[src/rtl/pc_redirect_if.sv]
// Redirect request / PC-source control bundle between the hazard, branch and exception units and the IF stage.
// The PC_REDIRECT_PERF_EN macro adds the performance counter signals.
interface pc_redirect_if
`ifdef PC_REDIRECT_PERF_EN
  #(parameter int unsigned CNT_W = 16)
`endif
  ;
  logic       stall;
  logic       xadr_req;
  logic       illop_req;
  logic       jr_req;
  logic       jt_req;
  logic       bt_req;
  logic [2:0] pc_src_sel;
  logic       pc_write;
  logic       flush_if;
  logic       flush_id;
  logic       exc_active;
  logic       pending;
`ifdef PC_REDIRECT_PERF_EN
  logic [CNT_W-1:0] redirect_cnt;
  logic [CNT_W-1:0] exc_cnt;
`endif

  modport master (
    output stall, xadr_req, illop_req, jr_req, jt_req, bt_req,
    input  pc_src_sel, pc_write, flush_if, flush_id, exc_active, pending
`ifdef PC_REDIRECT_PERF_EN
    , input redirect_cnt, exc_cnt
`endif
  );

  modport slave (
    input  stall, xadr_req, illop_req, jr_req, jt_req, bt_req,
    output pc_src_sel, pc_write, flush_if, flush_id, exc_active, pending
`ifdef PC_REDIRECT_PERF_EN
    , output redirect_cnt, exc_cnt
`endif
  );
endinterface

[src/rtl/pc_redirect_ctrl.sv]
// PC-source redirect arbiter with stall-time redirect hold/replay and a post-exception flush window.
// Define PC_REDIRECT_PERF_EN to add saturating redirect/exception counters.
module pc_redirect_ctrl #(
  parameter int unsigned EXC_FLUSH = 2
`ifdef PC_REDIRECT_PERF_EN
  , parameter int unsigned CNT_W = 16
`endif
) (
  input  logic         clk,
  input  logic         rst_n,
  pc_redirect_if.slave bus
);

  localparam int unsigned SW  = 3;
  localparam int unsigned FCW = $clog2(EXC_FLUSH + 1);

  // Source codes are ordered so that a larger code means higher priority.
  localparam logic [SW-1:0] SEL_PLUS4 = 3'd0;
  localparam logic [SW-1:0] SEL_BT    = 3'd1;
  localparam logic [SW-1:0] SEL_JT    = 3'd2;
  localparam logic [SW-1:0] SEL_JR    = 3'd3;
  localparam logic [SW-1:0] SEL_ILLOP = 3'd4;
  localparam logic [SW-1:0] SEL_XADR  = 3'd5;

  typedef enum logic {IDLE, EXC} state_e;

  state_e         state_q, state_d;
  logic [SW-1:0]  held_q, held_d;
  logic [FCW-1:0] cnt_q, cnt_d;

  logic           in_exc;
  logic [SW-1:0]  new_src;
  logic [SW-1:0]  winner;
  logic [SW-1:0]  sel_c;
  logic           flush_if_c;
  logic           flush_id_c;

`ifdef PC_REDIRECT_PERF_EN
  logic [CNT_W-1:0] redirect_cnt_q, redirect_cnt_d;
  logic [CNT_W-1:0] exc_cnt_q, exc_cnt_d;
`endif

  assign in_exc = (state_q == EXC);

  // Highest new request; wrong-path and illegal-op requests are masked during the flush window.
  always_comb begin
    new_src = SEL_PLUS4;
    if (bus.xadr_req)                  new_src = SEL_XADR;
    else if (bus.illop_req && !in_exc) new_src = SEL_ILLOP;
    else if (bus.jr_req && !in_exc)    new_src = SEL_JR;
    else if (bus.jt_req && !in_exc)    new_src = SEL_JT;
    else if (bus.bt_req && !in_exc)    new_src = SEL_BT;
    winner = (held_q > new_src) ? held_q : new_src;
  end

  always_comb begin
    state_d    = state_q;
    held_d     = held_q;
    cnt_d      = cnt_q;
    sel_c      = SEL_PLUS4;
    flush_if_c = 1'b0;
    flush_id_c = in_exc;
`ifdef PC_REDIRECT_PERF_EN
    redirect_cnt_d = redirect_cnt_q;
    exc_cnt_d      = exc_cnt_q;
`endif
    if (bus.stall) begin
      held_d = winner;
    end else begin
      held_d     = SEL_PLUS4;
      sel_c      = winner;
      flush_if_c = (winner != SEL_PLUS4);
      if (winner >= SEL_ILLOP) begin
        flush_id_c = 1'b1;
        state_d    = EXC;
        cnt_d      = FCW'(EXC_FLUSH);
      end else if (in_exc) begin
        cnt_d = cnt_q - FCW'(1);
        if (cnt_q <= FCW'(1)) state_d = IDLE;
      end
`ifdef PC_REDIRECT_PERF_EN
      if (winner != SEL_PLUS4 && redirect_cnt_q != '1) redirect_cnt_d = redirect_cnt_q + CNT_W'(1);
      if (winner >= SEL_ILLOP && exc_cnt_q != '1)      exc_cnt_d      = exc_cnt_q + CNT_W'(1);
`endif
    end
  end

  always_ff @(posedge clk or negedge rst_n) begin
    if (!rst_n) begin
      state_q <= IDLE;
      held_q  <= SEL_PLUS4;
      cnt_q   <= '0;
`ifdef PC_REDIRECT_PERF_EN
      redirect_cnt_q <= '0;
      exc_cnt_q      <= '0;
`endif
    end else begin
      state_q <= state_d;
      held_q  <= held_d;
      cnt_q   <= cnt_d;
`ifdef PC_REDIRECT_PERF_EN
      redirect_cnt_q <= redirect_cnt_d;
      exc_cnt_q      <= exc_cnt_d;
`endif
    end
  end

  // Zero-latency outputs, forced to their idle values while reset is asserted.
  assign bus.pc_src_sel = rst_n ? sel_c : SEL_PLUS4;
  assign bus.pc_write   = rst_n & ~bus.stall;
  assign bus.flush_if   = rst_n & flush_if_c;
  assign bus.flush_id   = rst_n & flush_id_c;
  assign bus.exc_active = rst_n & in_exc;
  assign bus.pending    = rst_n & (held_q != SEL_PLUS4);
`ifdef PC_REDIRECT_PERF_EN
  assign bus.redirect_cnt = redirect_cnt_q;
  assign bus.exc_cnt      = exc_cnt_q;
`endif

endmodule

[src/flat_wrapper.sv]
// flat-port wrapper written by rule: the top's interface ports become plain ports
module pc_redirect_ctrl_flat 
#(
  parameter int unsigned EXC_FLUSH = 2

)
  (clk, rst_n, bus_stall, bus_xadr_req, bus_illop_req, bus_jr_req, bus_jt_req, bus_bt_req, bus_pc_src_sel, bus_pc_write, bus_flush_if, bus_flush_id, bus_exc_active, bus_pending);
  pc_redirect_if bus_i ();
  input  logic clk;
  input  logic rst_n;
  input wire logic [$bits(bus_i.stall)-1:0] bus_stall;
  input wire logic [$bits(bus_i.xadr_req)-1:0] bus_xadr_req;
  input wire logic [$bits(bus_i.illop_req)-1:0] bus_illop_req;
  input wire logic [$bits(bus_i.jr_req)-1:0] bus_jr_req;
  input wire logic [$bits(bus_i.jt_req)-1:0] bus_jt_req;
  input wire logic [$bits(bus_i.bt_req)-1:0] bus_bt_req;
  output wire logic [$bits(bus_i.pc_src_sel)-1:0] bus_pc_src_sel;
  output wire logic [$bits(bus_i.pc_write)-1:0] bus_pc_write;
  output wire logic [$bits(bus_i.flush_if)-1:0] bus_flush_if;
  output wire logic [$bits(bus_i.flush_id)-1:0] bus_flush_id;
  output wire logic [$bits(bus_i.exc_active)-1:0] bus_exc_active;
  output wire logic [$bits(bus_i.pending)-1:0] bus_pending;
  assign bus_i.stall = bus_stall;
  assign bus_i.xadr_req = bus_xadr_req;
  assign bus_i.illop_req = bus_illop_req;
  assign bus_i.jr_req = bus_jr_req;
  assign bus_i.jt_req = bus_jt_req;
  assign bus_i.bt_req = bus_bt_req;
  assign bus_pc_src_sel = bus_i.pc_src_sel;
  assign bus_pc_write = bus_i.pc_write;
  assign bus_flush_if = bus_i.flush_if;
  assign bus_flush_id = bus_i.flush_id;
  assign bus_exc_active = bus_i.exc_active;
  assign bus_pending = bus_i.pending;
  pc_redirect_ctrl #(.EXC_FLUSH(EXC_FLUSH)) u_core (.clk(clk), .rst_n(rst_n), .bus(bus_i));
endmodule
[config.mk]
export PLATFORM = sky130hd
export DESIGN_NAME = pc_redirect_ctrl_flat
export DESIGN_NICKNAME = d
export VERILOG_FILES = /design/src/rtl/pc_redirect_if.sv /design/src/rtl/pc_redirect_ctrl.sv /design/src/flat_wrapper.sv
export SDC_FILE = /design/constraint.sdc
export NUM_CORES = 1
export LEC_CHECK = 0
export ABC_AREA = 1
export CAP_MARGIN = 0
export CORE_AREA = 2 2 39 41
export DETAILED_ROUTE_END_ITERATION = 8
export DIE_AREA = 0 0 41 43
export PLACE_DENSITY = 0.76
export SLEW_MARGIN = 30
export SYNTH_ARGS = -nofsm -noshare
export SYNTH_HDL_FRONTEND = slang
export SYNTH_SLANG_ARGS = --single-unit
[constraint.sdc]
create_clock -name clk -period 2.3 [get_ports clk]
set_input_delay 0.345 -clock clk [delete_from_list [all_inputs] [get_ports clk]]
set_output_delay 0.345 -clock clk [all_outputs]
set_load 0.03 [all_outputs]
==> reports/summary.txt <==
Combinational family with the most area after synthesis - simple AND/OR/NAND/NOR gates
Syn Nets - 81
Via count - 586
Status - complete, but fails checks
Final hold violation count - 0
Synth cell types - 14
CP startpoint - u_core.in_exc$_DFFE_PN0N_
Placer Congestion - 0.7165
Fillers - 124
Final wirelength - 1587 µm
Drt via density - 4.843
Compound-Gate Fraction of Synth Area - 8.354%
Placed inst area - 716.9 µm²
Power Internal - 565.5 µW
Vias in the first global route - 615
Layout Nets - 119
Violated checks - setup timing
Std cell rows - 14
Sw frac - 48.21%
Crit path time final - 2.351 ns
Detailed-router iteration count before antenna repair - 4
Sw power - 526.4 µW
Simple-Gate Fraction of Synth Area - 37.97%
GRT overflow - 0
Post-synthesis sequential area ratio - 30.38%
Final core occ - 64.20%
Antenna violations before repair - 0
Core area - 1384 µm²
Iteration-0 DRC Markers - 7
Routed Antenna Nets - 0
XOR/XNOR share of the synthesized area - 1.772%
IO buf count - 15
CP Launch Type - flop
Layout cells sized above 1 - 45.71%
Slew headroom - 72.00%
Later-pin clock latency in the skew report - 0.24 ns
Die height - 43 µm
Clock transition at path regs - 0.04 ns
Post-CTS Hold Fix Bufs - 0
CTS tree - yes
Total CTS buffers - 3
Critical Path RT - 1.96 ns
Period utilization - 102.2%
Pleak - 0.0004942 µW
First-pass GRT wire length - 2559 µm
Sequential power share - 18.1%
Clock buffer depth - 2
Largest net degree at the start of global routing - 9
Post-route DRC - 0
WP data arrival - 2.01 ns
CP max FO - 4
Clock Sinks - 6
VDD IR max - 571.2 µV
Cell count after synthesis - 69
Pwr Total - 1092 µW
Worst slew pin tran - 0.4184 ns
Mean Syn Cell Area - 7.163 µm²
Final setup vio count - 1
H-Tree Depth - 1
Routed length per placed instance - 13.12 µm
Register bit total from synthesis - 6
Clk root buf - clkbuf_4
Hold WC Path Type - in2async
Reg2Reg Setup Slack - 0.54 ns
Area of the die - 1763 µm²
Starting density of the core - 35.71%
Final HPWL DP - 990.8 µm
Area grow syn2layout - 79.75%
N_diodes - 0
Final worst slack - -0.05118 ns
Worst flop-to-flop path startpoint - u_core.in_exc$_DFFE_PN0N_
Clk pwr share - 8.8%
Finished layout cell area - 888.4 µm²
GR Util All Layers - 21.41%
Post-Synth Adder-Cell Area - 10.13%
Mapped Area - 494.2 µm²
Unrepaired setup endpoints after global routing - true
Die X - 41 µm
CP endpoint kind - output pin
Mux cell area share after synthesis - 0%
MaxCap Viol Count - 0
IO Pins - 16
Clock Skews - 0.003292 ns
Combinational power share - 73.1%
PD cells - 1229 nW/µm²
Max Transition Viols Final - 0
Max frequency - 0.4253 GHz
Syn. warnings - 0
Critical path type - reg2out
[synth_stat cells]
cell,number,share of area [%]
ha_1,4,10
o211ai_1,1,1.5
clkinv_1,1,0.76
o21ai_0,1,1.0
a21oi_1,4,4.1
dfrtp_1,6,30
a21oi_2,1,1.8
nand2_2,6,7.6
nand2_1,16,12
nand3_1,5,5.1
nand3_2,5,10
xor2_1,1,1.8
inv_1,14,11
nor2_1,4,3.0
[critical path, cell delays in order, from the launching register on]
cell and delay, ns:
dfrtp_1 0.39, nor2_2 0.11, o211ai_1 0.15, ha_1 0.38, nand3_4 0.10, nand2_4 0.10, nand2_2 0.06, nand2_2 0.08
nand2_2 0.07, nand2_4 0.08, nand3_2 0.08, buf_6 0.14
[final timing paths]
kind                                               end  cells after the start
min reg2reg                u_core.cnt_q[1]$_DFFE_PN0P_                      2
max in group asynchronous    u_core.in_exc$_DFFE_PN0N_                      2
min                        u_core.cnt_q[0]$_DFFE_PN0P_                      2
min in group clk           u_core.cnt_q[1]$_DFFE_PN0P_                      2
max reg2reg                u_core.cnt_q[1]$_DFFE_PN0P_                     10
max                                       bus_flush_if                     11
[through the flow]
stage          hold slack, ns  worst slack [ns]  cells  setup TNS [ns]
2_1_floorplan         0.04941            0.2966     69               0
6_report               0.4377          -0.05118    121        -0.05118
3_5_place_dp           0.4903           -0.1453    109         -0.5924
4_1_cts                0.4301          -0.01259    121        -0.01259
3_3_place_gp           0.4820           -0.1092    109         -0.4581
5_1_grt                0.4710           -0.1403    121         -0.4356
[final cells by class]
class	instances	area [µm²]	share of cell area, %
inverters	15	56.30	6.338
flip-flops and latches	6	150.1	16.90
well taps	16	20.02	2.254
repair buffers	33	284.0	31.97
clock buffers	3	22.52	2.535
multi-input cells	48	355.3	40.00
[flip-flops by register name (all words and copies together) (netlist names)]
| register | count |
|---|---|
| u_core.in_exc | 1 |
| u_core.cnt_q | 2 |
| u_core.held_q | 3 |
[kinds of logic (layout without fill, tap and decap cells)]
| group | count (synthesis) | after routing |
|---|---|---|
| compound gates | 7 | 7 |
| xor+xnor | 1 | 1 |
| fa+ha+maj | 4 | 4 |
| buf+inv | 15 | 51 |
| flops | 6 | 6 |
| simple gates | 36 | 36 |
[routing by layer]
| layer | track usage [%] | wire (µm) | vias to the layer above |
|---|---|---|---|
| met1 | 21.64 | 617 | 283 |
| met3 | 2.094 | 26 | 4 |
| met2 | 40.00 | 910 | 10 |
| li1 | - | - | 289 |
| met4 | 9.333 | 32 | 0 |
| met5 | 0 | 0 | - |
[power groups by stage]
stage / combinational, µW / sequential, µW / clock (µW)
2_1_floorplan: 394 / 185 / 0
3_3_place_gp: 585 / 195 / 0
3_5_place_dp: 609 / 199 / 0
4_1_cts: 751 / 194 / 103
5_1_grt: 860 / 204 / 104
6_report: 798 / 198 / 95.9
[cell usage in the layout, fill, tap and decap left out]
cell type / netlist / layout
a21oi_1: 4 / 4
a21oi_4: 0 / 1
buf_4: 0 / 19
buf_6: 0 / 5
clkbuf_4: 0 / 3
clkdlybuf4s50_1: 0 / 5
clkinv_1: 1 / 1
dfrtp_1: 6 / 6
dlygate4sd2_1: 0 / 4
ha_1: 4 / 3
ha_4: 0 / 1
inv_1: 14 / 11
inv_2: 0 / 3
nand2_1: 16 / 14
nand2_2: 6 / 5
nand2_4: 0 / 3
nand3_1: 5 / 3
nand3_2: 5 / 5
nand3_4: 0 / 2
nor2_1: 4 / 3
nor2_2: 0 / 1
o211ai_1: 1 / 1
o21ai_0: 1 / 1
xor2_1: 1 / 1
[what timing repair did]
| item | CTS | global route |
|---|---|---|
| hold endpoints to repair | 0 | 0 |
| buffers inserted | 9 | 0 |
| gates resized for setup | 16 | 8 |
| endpoints found under the setup margin | 5 | 5 |
| pin swaps | 8 | 2 |
No activity file was read; power rests on OpenSTA's default activity.
